--- config.mk ---
export PLATFORM = sky130hd
export DESIGN_NAME = arb_gnt_fifo
export DESIGN_NICKNAME = d
export VERILOG_FILES = /design/src/rtl/arb_gnt_fifo.sv
export SDC_FILE = /design/constraint.sdc
export NUM_CORES = 1
export LEC_CHECK = 0
export BUFFER_PORTS_ARGS = -buffer_cell sky130_fd_sc_hd__buf_2
export CORE_AREA = 5 5 266 268
export DETAILED_ROUTE_END_ITERATION = 10
export DIE_AREA = 0 0 271 273
export HOLD_SLACK_MARGIN = 0.12
export PLACE_DENSITY_LB_ADDON = 0.3
export SLEW_MARGIN = 20
export SYNTH_ARGS = -nofsm -noshare
export SYNTH_HDL_FRONTEND = slang
export SYNTH_SLANG_ARGS = --single-unit
export TNS_END_PERCENT = 100
--- constraint.sdc ---
create_clock -name clk -period 3.3 [get_ports clk]
set_input_delay 0.165 -clock clk [delete_from_list [all_inputs] [get_ports clk]]
set_output_delay 0.165 -clock clk [all_outputs]
set_load 0.01 [all_outputs]
--- src/rtl/arb_gnt_fifo.sv ---
// Grant-capture FWFT FIFO between the round-robin arbiter and the next stage; throttles the arbiter via arb_en.
// Optional statistics outputs (gnt_cnt, occ_max) are enabled by defining ARB_GNT_FIFO_STATS_EN.
module arb_gnt_fifo #(
   parameter int NUM_SRC   = 20,
   parameter int SRC_NBITS = 5,
   parameter int DATA_W    = 32,
   parameter int DEPTH     = 8,
   parameter int PTR_NBITS = 3
) (
   input  logic                        clk,
   input  logic                        rstn,
   input  logic                        arb_gnt,
   input  logic [SRC_NBITS-1:0]        arb_sel,
   input  logic [NUM_SRC*DATA_W-1:0]   src_data,
   output logic                        arb_en,
   output logic                        out_valid,
   input  logic                        out_ready,
   output logic [DATA_W-1:0]           out_data,
   output logic [SRC_NBITS-1:0]        out_src,
   output logic [PTR_NBITS:0]          occ,
   output logic                        ovf
`ifdef ARB_GNT_FIFO_STATS_EN
   ,
   output logic [31:0]                 gnt_cnt,
   output logic [PTR_NBITS:0]          occ_max
`endif
);

   localparam int ENTRY_W = SRC_NBITS + DATA_W;
   localparam logic [PTR_NBITS:0] FULL_LVL = (PTR_NBITS+1)'(DEPTH);
   // Headroom of 3: grant in flight plus wrap-side grants the arbiter issues while en=0.
   localparam logic [PTR_NBITS:0] EN_LVL   = (PTR_NBITS+1)'(DEPTH - 3);
   localparam logic [PTR_NBITS:0] ONE_LVL  = (PTR_NBITS+1)'(1);

   logic [ENTRY_W-1:0]   mem_r [DEPTH];
   logic [PTR_NBITS:0]   wptr_r;
   logic [PTR_NBITS:0]   rptr_r;
   logic [PTR_NBITS:0]   occ_r;
   logic                 out_valid_r;
   logic [DATA_W-1:0]    out_data_r;
   logic [SRC_NBITS-1:0] out_src_r;
   logic                 arb_en_r;
   logic                 ovf_r;

   logic                 full_s;
   logic                 push_s;
   logic                 pop_s;
   logic                 ovf_evt_s;
   logic [DATA_W-1:0]    wr_data_s;
   logic [PTR_NBITS:0]   wptr_nxt_s;
   logic [PTR_NBITS:0]   rptr_nxt_s;
   logic [PTR_NBITS:0]   occ_nxt_s;
   logic [ENTRY_W-1:0]   head_nxt_s;

   // Push/pop decode, next pointers, next occupancy and next head entry.
   always_comb begin
      full_s     = (occ_r == FULL_LVL);
      pop_s      = out_valid_r & out_ready;
      push_s     = arb_gnt & (~full_s | pop_s);
      ovf_evt_s  = arb_gnt & full_s & ~pop_s;
      wr_data_s  = '0;
      wptr_nxt_s = wptr_r;
      rptr_nxt_s = rptr_r;
      occ_nxt_s  = occ_r;
      head_nxt_s = {out_src_r, out_data_r};

      if (32'(arb_sel) < 32'(NUM_SRC)) begin
         wr_data_s = src_data[32'(arb_sel)*DATA_W +: DATA_W];
      end else begin
         wr_data_s = '0;
      end

      if (push_s) begin
         wptr_nxt_s = wptr_r + ONE_LVL;
      end else begin
         wptr_nxt_s = wptr_r;
      end

      if (pop_s) begin
         rptr_nxt_s = rptr_r + ONE_LVL;
      end else begin
         rptr_nxt_s = rptr_r;
      end

      case ({push_s, pop_s})
         2'b10:   occ_nxt_s = occ_r + ONE_LVL;
         2'b01:   occ_nxt_s = occ_r - ONE_LVL;
         default: occ_nxt_s = occ_r;
      endcase

      // The new entry becomes the head when nothing older survives this cycle.
      if (occ_nxt_s == '0) begin
         head_nxt_s = {out_src_r, out_data_r};
      end else if (push_s && ((occ_r == '0) || ((occ_r == ONE_LVL) && pop_s))) begin
         head_nxt_s = {arb_sel, wr_data_s};
      end else begin
         head_nxt_s = mem_r[rptr_nxt_s[PTR_NBITS-1:0]];
      end
   end

   // Storage, pointers, occupancy and registered outputs.
   always_ff @(posedge clk or negedge rstn) begin
      if (!rstn) begin
         for (int i = 0; i < DEPTH; i++) begin
            mem_r[i] <= '0;
         end
         wptr_r      <= '0;
         rptr_r      <= '0;
         occ_r       <= '0;
         out_valid_r <= 1'b0;
         out_data_r  <= '0;
         out_src_r   <= '0;
         arb_en_r    <= 1'b0;
         ovf_r       <= 1'b0;
      end else begin
         if (push_s) begin
            mem_r[wptr_r[PTR_NBITS-1:0]] <= {arb_sel, wr_data_s};
         end
         wptr_r                  <= wptr_nxt_s;
         rptr_r                  <= rptr_nxt_s;
         occ_r                   <= occ_nxt_s;
         out_valid_r             <= (occ_nxt_s != '0);
         {out_src_r, out_data_r} <= head_nxt_s;
         arb_en_r                <= (occ_nxt_s <= EN_LVL);
         if (ovf_evt_s) begin
            ovf_r <= 1'b1;
         end
      end
   end

   assign arb_en    = arb_en_r;
   assign out_valid = out_valid_r;
   assign out_data  = out_data_r;
   assign out_src   = out_src_r;
   assign occ       = occ_r;
   assign ovf       = ovf_r;

`ifdef ARB_GNT_FIFO_STATS_EN
   logic [31:0]        gnt_cnt_r;
   logic [PTR_NBITS:0] occ_max_r;

   // Accepted-push counter and occupancy high-water mark.
   always_ff @(posedge clk or negedge rstn) begin
      if (!rstn) begin
         gnt_cnt_r <= 32'd0;
         occ_max_r <= '0;
      end else begin
         gnt_cnt_r <= gnt_cnt_r + 32'(push_s);
         if (occ_nxt_s > occ_max_r) begin
            occ_max_r <= occ_nxt_s;
         end
      end
   end

   assign gnt_cnt = gnt_cnt_r;
   assign occ_max = occ_max_r;
`endif

endmodule
After elaboration in Yosys (flattened, before gate mapping)
Cells that the tools add are included.
{"block": "totals", "reg_bits": 348, "latchBits": 0, "mem_bits_rw": 0, "rom_bits": 0, "in_bits": 649, "mem_count": 0}
{"block": "op_classes", "add_sub_neg": 4, "multipliers": 0, "n_div": 0, "order_cmp": 5, "n_eq_ne": 4, "n_shift": 1, "muxes": 10, "bitwise": 9, "n_reduce_logical": 7}
{"cell": "$shiftx A640 B11 Y32", "n": 1}
{"cell": "$bwmux W296", "n": 1}
{"cell": "$mux W37", "n": 4}
{"cell": "$bmux W37 S3", "n": 1}
{"cell": "$demux W37 S3", "n": 1}
{"cell": "$mux W32", "n": 1}
{"cell": "$add A4 B1 Y4 const B", "n": 3}
{"cell": "$ge A4 B4 Y1 const B", "n": 2}
{"cell": "$logic_not A4 Y1", "n": 2}
{"cell": "$not A3 Y4", "n": 2}
{"cell": "$pmux W4 S2", "n": 1}
{"cell": "$lt A5 B5 Y1 const B", "n": 1}
{"cell": "$and A1 B1 Y1", "n": 4}
{"cell": "$eq A4 B1 Y1 const B", "n": 1}
{"cell": "$eq A4 B4 Y1 const B", "n": 1}
{"cell": "$le A4 B3 Y1 const B", "n": 1}
{"cell": "$lt A4 B1 Y1 const B", "n": 1}
{"cell": "$reduce_bool A4 Y1", "n": 1}
{"cell": "$sub A4 B1 Y4 const B", "n": 1}
{"cell": "$logic_and A1 B1 Y1", "n": 3}
{"cell": "$mux W3", "n": 1}
{"cell": "$eq A2 B1 Y1 const B", "n": 1}
{"cell": "$eq A2 B2 Y1 const B", "n": 1}
{"cell": "$not A1 Y1", "n": 2}
{"cell": "other kinds (2)", "n": 2}

Logic depth before layout (Yosys ltp)
Gate-level depths: netlist (run 1).
{"block": "logic_depth", "word_depth": 7, "ltp_mapped": 14, "ltp_nobuf": 12}

Worst setup path after synthesis (run 1)
OpenSTA, ideal clock, no wires.
{"block": "synth_timing", "kind": "register to register", "startpoint": "reg occ_r[0] (netlist: occ[0])", "endpoint": "reg out_data_r[10] (netlist: out_data[10])", "setup_time_ns": 0.125, "arrival_ns": 2.857, "setup_slack_ns": 0.318, "stages_incl_launch_ff": 15, "path_buffers": 3, "cell_sequence": "dfrtp_1 -> inv_1 -> ha_1 -> nand3_1 -> nand2_2 -> ha_1 -> buf_2 -> or2_0 -> o21ai_1 -> nor2_1 -> and4bb_1 -> buf_6 -> inv_4 -> buf_4 -> mux2_4"}
{"block": "synth_via", "elab_chain_cells": 7, "word_cells_on_any_way": 16, "classes_between": "add/sub: 2; eq/ne: 4; mux: 2; bitwise: 3; reduce/logical: 5"}
{"item": "start, declared", "line": "38", "source": "logic [PTR_NBITS:0] occ_r;"}
{"item": "start signal, assigned", "line": "121", "source": "occ_r <= occ_nxt_s;"}
{"item": "$eq A4 B4 Y1", "line": "57", "source": "full_s = (occ_r == FULL_LVL);"}
{"item": "$not A1 Y1", "line": "59", "source": "push_s = arb_gnt & (~full_s | pop_s);"}
{"item": "$or A1 B1 Y1", "line": "59"}
{"item": "$and A1 B1 Y1", "line": "59"}
{"item": "$eq A2 B1 Y1 / $eq A2 B2 Y1 (equally long branches)", "line": "85", "source": "case ({push_s, pop_s})"}
{"item": "$pmux W4 S2 *", "line": "85"}
{"item": "net occ_nxt_s[0]", "line": "52", "source": "logic [PTR_NBITS:0] occ_nxt_s;"}
{"item": "$logic_not A4 Y1 *", "line": "92", "source": "if (occ_nxt_s == '0) begin"}
{"item": "end signal, assigned", "line": "123", "source": "{out_src_r, out_data_r} <= head_nxt_s;"}
{"item": "end, declared", "line": "40", "source": "logic [DATA_W-1:0] out_data_r;"}
The timed path passes the listed nets; every way through them passes the cells marked *.
A chain may end at the register's enable or synchronous reset.

Final worst setup path (run 1)
{"block": "layout_timing", "startpoint": "reg occ_r[1] (netlist: occ[1])", "endpoint": "reg out_data_r[22] (netlist: out_data[22])"}
Same word-level chain as after synthesis.

==> impl_metrics.env, run 1 <==
export IMPL_synth_seq_cells=346
export IMPL_max_cap_violations=0
export IMPL_synthAdderAreaFrac=0.004589
export IMPL_synth_nets=2936
export IMPL_antenna_found_initial=73
export IMPL_clock_skew_ns=0.02253
export IMPL_wl_per_cell_um=29.33
export IMPL_synth_top_family_by_area="multiplexers"
export IMPL_cts_setup_buffers=0
export IMPL_worstPathArrival_ns=3.45
export IMPL_outcome="finished clean"
export IMPL_num_nets_final=3543
export IMPL_layout_drive_gt1_share=0.3577
export IMPL_synth_xor_area_frac=0.002696
export IMPL_initial_core_util=0.3203
export IMPL_synth_area_mux_share=0.2355
export IMPL_core_mm2=0.06811
export IMPL_cts_tree="yes"
export IMPL_mappedNetlistArea_mm2=0.02181
export IMPL_ys_warn_count=0
export IMPL_grt_overflow_total=0
export IMPL_cts_root_buffer="clkbuf_16"
export IMPL_vias_per_cell=5.549
export IMPL_cts_buffers=39
export IMPL_hpwl_um=88930
export IMPL_drt_iter0_markers=2231
export IMPL_fp_row_count=96
export IMPL_timing_hold_violations_final=0
export IMPL_crit_fanout=16
export IMPL_ctsLongestPathBuffers=3
export IMPL_die_width_um=271
export IMPL_p_leak_nw=13.03
export IMPL_clk_pin_slew_ns=0.06
export IMPL_num_io_pins=693
export IMPL_synth_edf_count=0
export IMPL_period_share=0.9206
export IMPL_worst_setup_path_type="reg -> reg"
export IMPL_fin_util=0.4084
export IMPL_die_area_mm2=0.07398
export IMPL_async_flop_share=1.000
export IMPL_io_buffers=692
export IMPL_slew_viol_final=0
export IMPL_synth_cells=2279
export IMPL_die_h_um=273
export IMPL_clock_latency_ns=0.54
export IMPL_rsz0062_at_grt="false"
export IMPL_drc=0
export IMPL_worst_slew_pin_slew_ns=0.8831
export IMPL_synthTopCellsByArea="dfrtp_1 (40%), mux2i_1 (13%), a21oi_1 (5.5%)"
export IMPL_syn_area_per_cell_um2=9.571
export IMPL_min_period_ns=3.038
export IMPL_endpoint_kind="flop"
export IMPL_gp_congestion=0.9787
export IMPL_synth_area_leader_cell="dfrtp_1"
export IMPL_hp_class="in -> reg"
export IMPL_seq_area_frac_synth=0.3969
export IMPL_firstDrtPassIters=6
export IMPL_grt_max_degree=100
export IMPL_cellPowerDensity_mw_per_mm2=841.3
export IMPL_grt_pass1_vias=20350
export IMPL_tns_ns=0
export IMPL_syn_to_final_growth_pct=27.51
export IMPL_synthFlopType="dfrtp_1"
export IMPL_yosys_area_share_simple=0.1151
export IMPL_setup_violations=0
export IMPL_fmax_mhz=329.2
export IMPL_ys_types=66
export IMPL_slew_headroom=0.4113
export IMPL_cp_start_kind="flop"
export IMPL_synth_top_area_share=0.3969
export IMPL_dr_total_vias=21230
export IMPL_grtUsageTotal=0.2891
export IMPL_ant_nets=0
export IMPL_h_tree_depth=2
export IMPL_cts_sinks=346
export IMPL_grt_pass1_wl_um=155600
export IMPL_wirelength_um=112200
export IMPL_vdd_drop_max_mv=0.6154
export IMPL_synth_compound_area_share=0.1843
export IMPL_cp_required_ns=3.71
## per-layer routing
layer	vias up	share of wire	track usage
met1	10420	0.42	0.4029
met5	-	0.0021	0
met4	36	0.035	0.09395
met3	173	0.10	0.08068
li1	9603	-	-
met2	998	0.44	0.4353
## path summary, 6_finish.rpt
kind                            from            to  slack [ns]  cells past startpoint
setup / recovery              occ[1]  out_data[22]        0.26                     11
hold / removal             out_ready           ovf        0.18                      3
setup reg to reg              occ[1]  out_data[22]        0.26                     11
hold reg to reg             mem_r[3]      mem_r[3]        0.48                      2
max in group asynchronous       rstn     mem_r[95]        2.09                      3
min in group asynchronous       rstn    mem_r[292]        0.26                      2
## flip-flops by register name, summed over array words and instances (netlist names)
signal,flops
out_src,5
wptr_r,3
occ,4
out_valid,1
out_data,32
mem_r,296
ovf,1
rptr_r,3
arb_en,1
## cell type report
class	count	area (µm²)
Multi-Input combinational cell	1691	11930
Antenna cell	30	75.07
Clock buffer	56	1151
Fill cell	6803	40290
Tap cell	882	1104
Clock inverter	12	106.4
Timing Repair Buffer	801	4762
Inverter	7	28.78
Sequential cell	346	8660
## through the flow
step	total power [mW]	cells	setup slack (ns)	hold WS [ns]	cell area, µm²
finish	23.40	3825	0.2621	0.1830	27810
global route	24.88	3803	0.05023	0.2010	27760
CTS	23.44	3795	0.2041	0.1679	27740
detailed placement	19.08	3723	0.2381	0.2809	26440
global placement	18.84	3723	0.2587	0.2942	26440
floorplan	15.24	2279	0.3180	-0.1306	21810
## critical path, stage by stage (launching register included)
cell and delay (ns):
dfrtp_1 0.44, inv_1 0.11, ha_2 0.23, nand3_1 0.09
nand2_2 0.08, ha_1 0.42, nand3b_1 0.20, o211ai_1 0.27
and4bb_1 0.31, inv_4 0.09, buf_4 0.28, mux2_2 0.37
## cells by family after synthesis
| logic type | after synthesis |
|---|---|
| compound gates | 662 |
| simple gates | 572 |
| mux | 444 |
| flops | 346 |
| buf+inv | 242 |
| fa+ha+maj | 8 |
| xor+xnor | 5 |
## placed cells by master, fill, tap and decap left out, types with 3 or more instances in the layout
| cell type | instances |
|---|---|
| nor2b_1 | 4 |
| mux4_2 | 32 |
| a32oi_1 | 31 |
| a22oi_1 | 64 |
| o22ai_1 | 40 |
| clkbuf_8 | 9 |
| inv_1 | 3 |
| o21ai_1 | 9 |
| nand3_1 | 68 |
| buf_4 | 69 |
| ha_1 | 7 |
| clkinv_2 | 7 |
| dlygate4sd3_1 | 4 |
| o21ai_0 | 189 |
| nor2_1 | 165 |
| o221ai_1 | 31 |
| and3_1 | 38 |
| a221o_1 | 36 |
| buf_12 | 36 |
| mux2i_1 | 280 |
| diode_2 | 30 |
| nand2_1 | 268 |
| clkbuf_1 | 7 |
| clkbuf_16 | 40 |
| a21oi_1 | 238 |
| mux2_4 | 34 |
| a2bb2oi_1 | 6 |
| buf_2 | 690 |
| mux2_2 | 85 |
| mux2_1 | 13 |
| dfrtp_1 | 345 |
## cells in the mapped netlist, drive strengths merged, types with 6 or more instances
cell	count
a21oi	240
and3	38
mux4	32
nor2	166
mux2	132
o21ai	199
clkbuf	87
buf	148
a22oi	65
dfrtp	346
nand3	69
a221o	36
a2bb2oi	6
a32oi	32
o22ai	42
nand2	271
mux2i	280
o221ai	31
nor2b	6
ha	8
inv	6
## report_power, final
group | switching [mW] | total (mW) | internal, mW
clock | 1.80 | 4.31 | 2.51
sequential | 1.29 | 7.61 | 6.33
combinational | 6.22 | 11.5 | 5.26
total | 9.30 | 23.4 | 14.1
## repair_timing
action / 4_1_cts / 5_1_grt
hold buffers: 4 / 0
endpoints found under the setup margin: 0 / 10
endpoints found under the hold margin: 109 / 0
resized for setup: 0 / 1
(Power assumes the default switching activity.)
==> inputs of run 2 (changes only) <==
==> constraint.sdc (replaced) <==
create_clock -name clk -period 3.3 [get_ports clk]
set_input_delay 0.33 -clock clk [delete_from_list [all_inputs] [get_ports clk]]
set_output_delay 0.33 -clock clk [all_outputs]
set_load 0.01 [all_outputs]
==> impl_metrics.env, run 2 (same netlist as run 1, synthesis figures left out) <==
export IMPL_ant_nets=0
export IMPL_drc=0
export IMPL_cp_required_ns=3.71
export IMPL_largest_reg_flops=296
export IMPL_max_cap_violations=0
export IMPL_nFillCells=6831
export IMPL_clock_skew_ns=0.01879
export IMPL_timing_rr_start="occ[1]"
export IMPL_final_cell_mix="buf_2 (690), dfrtp_1 (345), mux2i_1 (280)"
export IMPL_antenna_found_initial=80
export IMPL_min_period_ns=3.100
export IMPL_worstPathArrival_ns=3.51
export IMPL_finalPower_mw=23.43
export IMPL_gp_congestion=0.9710
export IMPL_slew_headroom=0.4276
export IMPL_io_buffers=692
export IMPL_layout_commonest_cell="buf_2"
export IMPL_cts_setup_buffers=0
export IMPL_crit_fanout=10
export IMPL_final_area_mm2=0.02778
export IMPL_num_nets_final=3547
export IMPL_grt_max_degree=90
export IMPL_worstSetupStartpoint="occ[1]"
export IMPL_clock_latency_ns=0.54
export IMPL_timing_hold_violations_final=0
export IMPL_worst_setup_path_type="reg -> reg"
export IMPL_wirelength_um=112500
export IMPL_grt_overflow_total=0
export IMPL_core_mm2=0.06811
export IMPL_h_tree_depth=2
export IMPL_cts_tree="yes"
export IMPL_die_h_um=273
export IMPL_initial_core_util=0.3203
export IMPL_outcome="finished clean"
export IMPL_cts_buffers=38
export IMPL_slew_viol_final=0
export IMPL_fp_row_count=96
export IMPL_p_leak_nw=13.03
export IMPL_tns_ns=0
export IMPL_cellPowerDensity_mw_per_mm2=843.6
export IMPL_place_area_mm2=0.02647
export IMPL_regMostFlops="mem_r"
export IMPL_ctsLongestPathBuffers=3
export IMPL_vdd_drop_max_mv=0.4518
export IMPL_fmax_mhz=322.6
export IMPL_endpoint_kind="flop"
export IMPL_period_share=0.9395
export IMPL_vias_per_cell=5.565
export IMPL_clk_pin_slew_ns=0.06
export IMPL_grt_pass1_vias=19870
export IMPL_cts_root_buffer="clkbuf_16"
export IMPL_die_area_mm2=0.07398
export IMPL_hold_worst_slack_ns=0.2528
export IMPL_num_io_pins=693
export IMPL_dr_total_vias=21290
export IMPL_grtUsageTotal=0.2891
export IMPL_syn_to_final_growth_pct=27.35
export IMPL_hold_path_startpoint="out_ready"
export IMPL_cts_sinks=346
export IMPL_firstDrtPassIters=6
export IMPL_cp_start_kind="flop"
export IMPL_drt_iter0_markers=2432
export IMPL_setup_violations=0
export IMPL_layout_drive_gt1_share=0.3576
export IMPL_rsz0062_at_grt="false"
export IMPL_grt_pass1_wl_um=154400
export IMPL_hp_class="in -> reg"
export IMPL_wl_per_cell_um=29.41
export IMPL_die_width_um=271
export IMPL_worst_slew_pin_slew_ns=0.8586
export IMPL_hpwl_um=88740
[run 2: cell count changes in the layout (fill, tap and decap cells not counted), sizes merged]
cell / before / now
buf: 797 / 804
inv: 8 / 6
clkbuf: 56 / 61
clkinvlp: 1 / 0
dlygate4sd3: 4 / 2
clkinv: 9 / 7
bufinv: 1 / 0
diode: 30 / 27
[run 2: path summary, 6_finish.rpt]
check / endpoint / slack (ns) / cells past startpoint
worst max-delay path: out_data[15] / 0.20 / 12
worst min-delay path: ovf / 0.25 / 3
worst max register to register: out_data[15] / 0.20 / 12
worst min register to register: mem_r[162] / 0.48 / 2
max in group asynchronous: mem_r[18] / 2.00 / 3
min in group asynchronous: mem_r[35] / 0.41 / 2
[run 2: layout make-up]
cell class / count / area (µm²) / share of cell area
inverters: 7 / 28.78 / 0.001036
repair buffers: 806 / 4770 / 0.1717
clock inverters: 6 / 33.78 / 0.001216
multi-input cells: 1691 / 11920 / 0.4293
clock buffers: 61 / 1191 / 0.04288
flip-flops and latches: 346 / 8660 / 0.3117
diodes: 27 / 67.56 / 0.002432
well taps: 882 / 1104 / 0.03973
[run 2: timing repair]
item                                    CTS  global route
hold buffers                              2             0
gates resized for setup                   0             1
endpoints found under the hold margin    84             0
endpoints found under the setup margin    0             2
[run 2: layer usage]
layer	track usage	up-vias	share of wire
met5	0	-	0.00063
met2	0.4371	1141	0.44
met3	0.05847	149	0.089
li1	-	9618	-
met4	0.07629	12	0.029
met1	0.4227	10370	0.44
[run 2: critical path: stages, from the launching register on]
cell and delay [ns]:
dfrtp_1 0.44, inv_1 0.13, ha_1 0.30, nand3_1 0.12, nand2_2 0.12, ha_1 0.33
nor3b_1 0.21, o21ai_1 0.10, o211ai_1 0.15, and4bb_1 0.28, inv_4 0.22, buf_4 0.21
mux2_2 0.33
[run 2: power by group]
part	internal, mW	total (mW)	switching, mW
clock network	2.47	4.23	1.76
logic	5.29	11.5	6.24
registers	6.32	7.67	1.35
[run 2: per-stage QoR]
step | setup WS, ns | instances | util
global route | 0.01681 | 3807 | 0.4072
CTS | 0.2115 | 3799 | 0.4069
global placement | 0.2125 | 3730 | 0.3886
detailed placement | 0.2432 | 3730 | 0.3886
finish | 0.1998 | 3826 | 0.4079
floorplan | 0.3180 | 2279 | -
